## src/rtl/mat_conv_param.sv

```systemverilog
// Run-time configurable 2-D convolution core: latches a kernel, walks the output grid,
// reads image pixels from a synchronous memory and streams results over valid/ready.
module mat_conv_param #(
    parameter int IMG_M        = 10,
    parameter int IMG_N        = 12,
    parameter int K_MAX        = 5,
    parameter int DATA_WIDTH   = 4,
    parameter int KERNEL_WIDTH = 4,
    parameter int ACC_WIDTH    = 16,
    parameter int CNT_WIDTH    = 16,
    localparam int RW = $clog2(IMG_M),
    localparam int CW = $clog2(IMG_N),
    localparam int KW = $clog2(K_MAX*K_MAX+1)
) (
    input  logic                    clk,
    input  logic                    rst,
    input  logic                    start,
    input  logic [2:0]              cfg_ksize,
    input  logic                    cfg_stride2,
    input  logic                    cfg_same,
    output logic                    cfg_err,
    input  logic [KERNEL_WIDTH-1:0] kernel_in,
    input  logic                    kernel_valid,
    output logic                    kernel_ready,
    output logic                    img_rd_en,
    output logic [RW-1:0]           img_row,
    output logic [CW-1:0]           img_col,
    input  logic [DATA_WIDTH-1:0]   img_rdata,
    output logic                    out_valid,
    input  logic                    out_ready,
    output logic [ACC_WIDTH-1:0]    out_elem,
    output logic [RW-1:0]           out_row_idx,
    output logic [CW-1:0]           out_col_idx,
    output logic                    out_row_end,
    output logic                    out_last,
    output logic                    busy,
    output logic                    done,
    output logic [CNT_WIDTH-1:0]    cycle_count
);
    localparam int PW = DATA_WIDTH + KERNEL_WIDTH;

    typedef enum logic [2:0] {IDLE, LOAD, CALC, EMIT, DONE} state_t;
    state_t state_q, state_d;

    logic [K_MAX*K_MAX-1:0][KERNEL_WIDTH-1:0] kmem;
    logic [2:0]              ksize_q, pad_q, ky_q, kx_q;
    logic                    stride2_q;
    logic [KW-1:0]           kk_q, kcnt_q, tap_q;
    logic [RW-1:0]           row_last_q, r_q;
    logic [CW-1:0]           col_last_q, c_q;
    logic                    rd_q, cfg_err_q, done_q;
    logic [KERNEL_WIDTH-1:0] kv_q;
    logic [ACC_WIDTH-1:0]    acc_q;
    logic [CNT_WIDTH-1:0]    cnt_q;

    // Config decode for a start request
    logic       cfg_bad, idle_like, start_ok;
    logic [2:0] pad_new;
    int         om_new, on_new;
    always_comb begin
        cfg_bad = (cfg_ksize == 3'd0) || !cfg_ksize[0] || (int'(cfg_ksize) > K_MAX) ||
                  (!cfg_same && (int'(cfg_ksize) > IMG_M || int'(cfg_ksize) > IMG_N));
        pad_new = cfg_same ? ((cfg_ksize - 3'd1) >> 1) : 3'd0;
        if (cfg_same) begin
            om_new = cfg_stride2 ? (IMG_M + 1) / 2 : IMG_M;
            on_new = cfg_stride2 ? (IMG_N + 1) / 2 : IMG_N;
        end else begin
            om_new = cfg_stride2 ? (IMG_M - int'(cfg_ksize)) / 2 + 1 : IMG_M - int'(cfg_ksize) + 1;
            on_new = cfg_stride2 ? (IMG_N - int'(cfg_ksize)) / 2 + 1 : IMG_N - int'(cfg_ksize) + 1;
        end
    end
    assign idle_like = (state_q == IDLE) || (state_q == DONE);
    assign start_ok  = start && idle_like && !cfg_bad;

    // Tap address: window origin may be negative in same mode
    int   ir, ic;
    logic inb, tap_live, row_end, last;
    always_comb begin
        ir  = int'(r_q) * (stride2_q ? 2 : 1) - int'(pad_q) + int'(ky_q);
        ic  = int'(c_q) * (stride2_q ? 2 : 1) - int'(pad_q) + int'(kx_q);
        inb = (ir >= 0) && (ir < IMG_M) && (ic >= 0) && (ic < IMG_N);
    end
    assign tap_live  = (state_q == CALC) && (tap_q != kk_q);
    assign img_rd_en = tap_live && inb;
    assign img_row   = ir[RW-1:0];
    assign img_col   = ic[CW-1:0];
    assign row_end   = (c_q == col_last_q);
    assign last      = row_end && (r_q == row_last_q);

    logic [PW-1:0] prod;
    assign prod = PW'(img_rdata) * PW'(kv_q);

    always_comb begin
        state_d = state_q;
        case (state_q)
            IDLE, DONE: if (start_ok) state_d = LOAD;
            LOAD:       if (kernel_valid && kcnt_q == kk_q - KW'(1)) state_d = CALC;
            CALC:       if (tap_q == kk_q) state_d = EMIT;
            EMIT:       if (out_ready) state_d = last ? DONE : CALC;
            default:    state_d = IDLE;
        endcase
    end

    always_ff @(posedge clk) begin
        if (state_q == LOAD && kernel_valid) kmem[kcnt_q] <= kernel_in;
    end

    always_ff @(posedge clk) begin
        if (rst) begin
            state_q    <= IDLE;
            ksize_q    <= '0;
            pad_q      <= '0;
            stride2_q  <= 1'b0;
            kk_q       <= '0;
            row_last_q <= '0;
            col_last_q <= '0;
            kcnt_q     <= '0;
            tap_q      <= '0;
            ky_q       <= '0;
            kx_q       <= '0;
            r_q        <= '0;
            c_q        <= '0;
            rd_q       <= 1'b0;
            kv_q       <= '0;
            acc_q      <= '0;
            cfg_err_q  <= 1'b0;
            done_q     <= 1'b0;
            cnt_q      <= '0;
        end else begin
            state_q   <= state_d;
            cfg_err_q <= start && idle_like && cfg_bad;
            done_q    <= (state_q == EMIT) && out_ready && last;
            rd_q      <= img_rd_en;
            case (state_q)
                IDLE, DONE: if (start_ok) begin
                    ksize_q    <= cfg_ksize;
                    stride2_q  <= cfg_stride2;
                    pad_q      <= pad_new;
                    kk_q       <= KW'(int'(cfg_ksize) * int'(cfg_ksize));
                    row_last_q <= RW'(om_new - 1);
                    col_last_q <= CW'(on_new - 1);
                    kcnt_q     <= '0;
                    r_q        <= '0;
                    c_q        <= '0;
                end
                LOAD: begin
                    if (kernel_valid) kcnt_q <= kcnt_q + KW'(1);
                    tap_q <= '0;
                    ky_q  <= '0;
                    kx_q  <= '0;
                    acc_q <= '0;
                end
                CALC: begin
                    if (tap_live) begin
                        kv_q  <= kmem[tap_q];
                        tap_q <= tap_q + KW'(1);
                        if (kx_q == ksize_q - 3'd1) begin
                            kx_q <= '0;
                            ky_q <= ky_q + 3'd1;
                        end else begin
                            kx_q <= kx_q + 3'd1;
                        end
                    end
                    // product of the tap issued last cycle; skipped taps add nothing
                    if (rd_q) acc_q <= acc_q + ACC_WIDTH'(prod);
                end
                EMIT: if (out_ready && !last) begin
                    tap_q <= '0;
                    ky_q  <= '0;
                    kx_q  <= '0;
                    acc_q <= '0;
                    if (row_end) begin
                        c_q <= '0;
                        r_q <= r_q + RW'(1);
                    end else begin
                        c_q <= c_q + CW'(1);
                    end
                end
                default: ;
            endcase
            if (start_ok) cnt_q <= '0;
            else if (state_q == CALC || state_q == EMIT) cnt_q <= cnt_q + CNT_WIDTH'(1);
        end
    end

    assign cfg_err      = cfg_err_q;
    assign kernel_ready = (state_q == LOAD);
    assign out_valid    = (state_q == EMIT);
    assign out_elem     = acc_q;
    assign out_row_idx  = r_q;
    assign out_col_idx  = c_q;
    assign out_row_end  = out_valid && row_end;
    assign out_last     = out_valid && last;
    assign busy         = (state_q == CALC) || (state_q == EMIT);
    assign done         = done_q;
    assign cycle_count  = cnt_q;
endmodule
```

## config.mk

```make
export PLATFORM = sky130hd
export DESIGN_NAME = mat_conv_param
export DESIGN_NICKNAME = d
export VERILOG_FILES = /design/src/rtl/mat_conv_param.sv
export SDC_FILE = /design/constraint.sdc
export NUM_CORES = 1
export LEC_CHECK = 0
export ABC_CLOCK_PERIOD_IN_PS = 6050
export CORE_MARGIN = 2
export CORE_UTILIZATION = 45
export CTS_CLUSTER_DIAMETER = 50
export DETAILED_ROUTE_END_ITERATION = 8
export SYNTH_ARGS = -nofsm -noshare
export SYNTH_HDL_FRONTEND = slang
export SYNTH_SLANG_ARGS = --single-unit
```

## constraint.sdc

```tcl
create_clock -name clk -period 6.05 [get_ports clk]
set_clock_uncertainty 0.2 [all_clocks]
set_input_delay 1.21 -clock clk [delete_from_list [all_inputs] [get_ports clk]]
set_output_delay 1.21 -clock clk [all_outputs]
set_load 0.05 [all_outputs]
```

==> key figures <==
Run status
  – Run status: finished, final reports clean

Critical path
  – CP max stage cell: fa_1
  – Worst Path Required: 4640 ps
  – CP max FO: 14
  – Worst r2r path cells: 17
  – CP Cell Sequence: buf_4 -> nand2_1 -> fa_1 -> inv_1 -> fa_1 -> inv_1 -> ha_1 -> a21oi_2 -> o21bai_1 -> a21oi_1 -> o21bai_1 -> ha_1 -> nor2_1 -> nand3_1 -> a211o_1 -> a221oi_2 -> and3b_2 -> buf_12
  – Startpoint types: flip-flop
  – Critical path data arrival time: 4410 ps
  – Critical path type: reg2out
  – Worst setup EP type: output pin
  – R2R Setup Slk: 1850 ps
  – Worst r2r dst: rd_q
  – Worst r2r src: stride2_q
  – Slowest stage delay, CP: 560 ps

Synth
  – Synth area leaders: edfxtp_1 30%, dfxtp_1 16%, ha_1 8.4%, mux4_2 5.4%, fa_1 3.4%
  – Async set-reset flop share out of synthesis: 0%
  – Top_reg_cell synth: edfxtp_1
  – Syn nets: 1048
  – Yosys top cell area share: 29.8%
  – Syn Area/Cell: 10.7 µm²
  – Commonest cells post-synth: 100 x edfxtp_1, 87 x nor2_1, 84 x nand2_1
  – Post-synth EDFFs: 100
  – Most frequent cell after synthesis: edfxtp_1
  – #FFs+latches synth: 183
  – Post-Syn Area: 10100 µm²
  – Mapped Cells: 945
  – Sequential fraction of the synthesis area: 46.3%
  – Cell variety after synth: 72
  – Top cell type by total area after synthesis: edfxtp_1
  – Yosys warns: 0

Min path
  – Worst Hold Class: reg2reg
  – Hold EP: ksize_q[1]
  – Hold Startpoint: ksize_q[1]
  – WHS Path Cells: 2

Global route
  – Global-route wire length before repair: 34.6 mm
  – Total GRT Usage: 18.3%
  – Vias in the first global route: 6566
  – GRT Residual Overflow: 0
  – Maximum number of pins on one net before global-route repair: 50
  – Initial antenna violation count: 0

Drt
  – Antenna Violating Nets Remaining: 0
  – Routed wire length: 21.2 mm
  – DRC viols: 0
  – Routed via count: 6994
  – Wire per inst: 16.2 µm
  – Vias/cell: 5.36
  – DRT Pass-1 Iters: 5
  – First-iteration detailed-routing DRC count: 346

Placed design
  – PortBufs: 73
  – Routability cong.: 0.777
  – Detail Placement HPWL: 15.0 mm

STA
  – Fin. Hold Viols: 0
  – Worst-margin pin slew: 961 ps
  – Setup violators final: 0
  – Post-layout min period: 5820 ps
  – Tcrit/Tclk final: 96.2%
  – Slew Viols, Final: 0
  – Final setup TNS: 0 ps
  – Slew Limit Headroom: 35.7%
  – Fmax achieved: 172 MHz

Cells and area
  – Filler instances: 1983
  – Layout Nets: 1115
  – Util after Layout: 53.8%
  – Antenna cell count: 0
  – P&R area growth vs syn: 16.9%
  – Layout cells sized above 1: 9.27%

Floorplan
  – Die width: 154 µm
  – Top Ports: 74
  – Die area: 23600 µm²
  – Core Area: 21900 µm²
  – Initial Utilization: 46.0%
  – Die H: 154 µm
  – Rows: 54

Clock network
  – CTS root buffer: clkbuf_16
  – TritonCTS Buffers: 17
  – CTS Buffer Depth: 2
  – Clock-pin slew on the worst setup and hold paths: 80 ps
  – Hold-fix buffers, CTS: 0
  – CTS tree: yes
  – Clock sink total: 183
  – H-tree Lvls: 4
  – Worst skew pair latency: 440 ps

Flow run
  – Max cap viols: 0

Power
  – Total power: 3.01 mW
  – Leak pwr: 4.30 nW
  – IR drop worst, VDD: 0.201 mV
  – PwrDens: 256 nW/µm²
## stage by stage
step	cell area, µm²	hold slack [ps]	setup WS (ps)	cells
6_report	11800	263	228	1305
4_1_cts	11700	264	67.4	1304
3_5_place_dp	11100	253	451	1272
2_1_floorplan	10100	236	86.4	945
3_3_place_gp	11100	247	567	1272
5_1_grt	11800	288	-42.8	1305
## report_power, final
group / total [mW] / leakage (nW) / switching, mW / internal, mW
Sequential: 1.36 / 1.57 / 0.0283 / 1.33
Clock: 1.23 / 0.317 / 0.627 / 0.599
Combinational: 0.429 / 2.41 / 0.272 / 0.156
## kinds of logic after synthesis
logic type / synth area share (%)
xor gates and xnor gates: 5.39
AOI/OAI and AO/OA: 10.2
adders and majority gates: 11.8
and+or+nand+nor: 15.3
DFF: 46.3
muxes: 6.77
buffers and inverters: 4.26
## worst max-delay path, delay by kind of cell (launching register included)
family | cells | cell delay, ps
fa+ha+maj | 4 | 1670
flops | 1 | 340
buf+inv | 4 | 430
compound gates | 6 | 970
simple gates | 4 | 580
## registers in the layout, indices dropped and copies added, names as in the netlist, 4 cells and up
| register | flops |
|---|---|
| col_last_q | 4 |
| out_col_idx | 4 |
| kmem | 100 |
| out_row_idx | 4 |
| row_last_q | 4 |
| tap_q | 5 |
| cycle_count | 16 |
| kcnt_q | 5 |
| out_elem | 16 |
| kv_q | 4 |
## layout by cell type (no fill, tap or decap), types with 11 or more instances in the layout
cell	instances
a211oi_1	12
a21oi_1	60
and2_1	12
buf_4	11
clkbuf_16	17
clkdlybuf4s50_1	71
dfxtp_1	81
edfxtp_1	100
fa_1	16
ha_1	67
inv_1	72
mux2i_1	13
mux4_2	24
nand2_1	84
nand2b_1	15
nand3_1	14
nand4_1	12
nor2_1	87
nor2b_1	13
o211ai_1	16
o21ai_0	24
or3_1	18
xnor2_1	36
xor2_1	26
## worst max path at each step
stage                    from        end  slack (ps)
6_report            stride2_q  img_rd_en         230
2_1_floorplan  out_row_idx[0]  img_rd_en          90
4_1_cts        out_row_idx[0]  img_rd_en          70
3_5_place_dp   out_row_idx[0]  img_rd_en         450
5_1_grt             stride2_q  img_rd_en         -40
3_3_place_gp         pad_q[1]  img_rd_en         570
## what timing repair did
action / in CTS / in global routing
hold endpoints to repair: 0 / 0
pin swaps: 0 / 2
setup buffers: 0 / 1
gates resized for setup: 1 / 9
endpoints found under the setup margin: 1 / 1
## area by class of cell
type	instances	area, µm²	share of cell area, %
multi-input cells	653	5020	42.6
flip-flops and latches	183	4670	39.6
repair buffers	84	818	6.94
clock buffers	17	425	3.61
well taps	280	350	2.97
inverters	73	274	2.33
clock inverters	15	229	1.94
## metal layers
| metal | vias to the layer above | track usage, % | share of wire (%) |
|---|---|---|---|
| li1 | 3508 | - | - |
| met1 | 3350 | 26.2 | 49 |
| met2 | 119 | 29.0 | 46 |
| met5 | - | 0 | 0 |
| met3 | 17 | 2.79 | 3.1 |
| met4 | 0 | 5.16 | 1.4 |
Power figures use the tool's default switching activity.
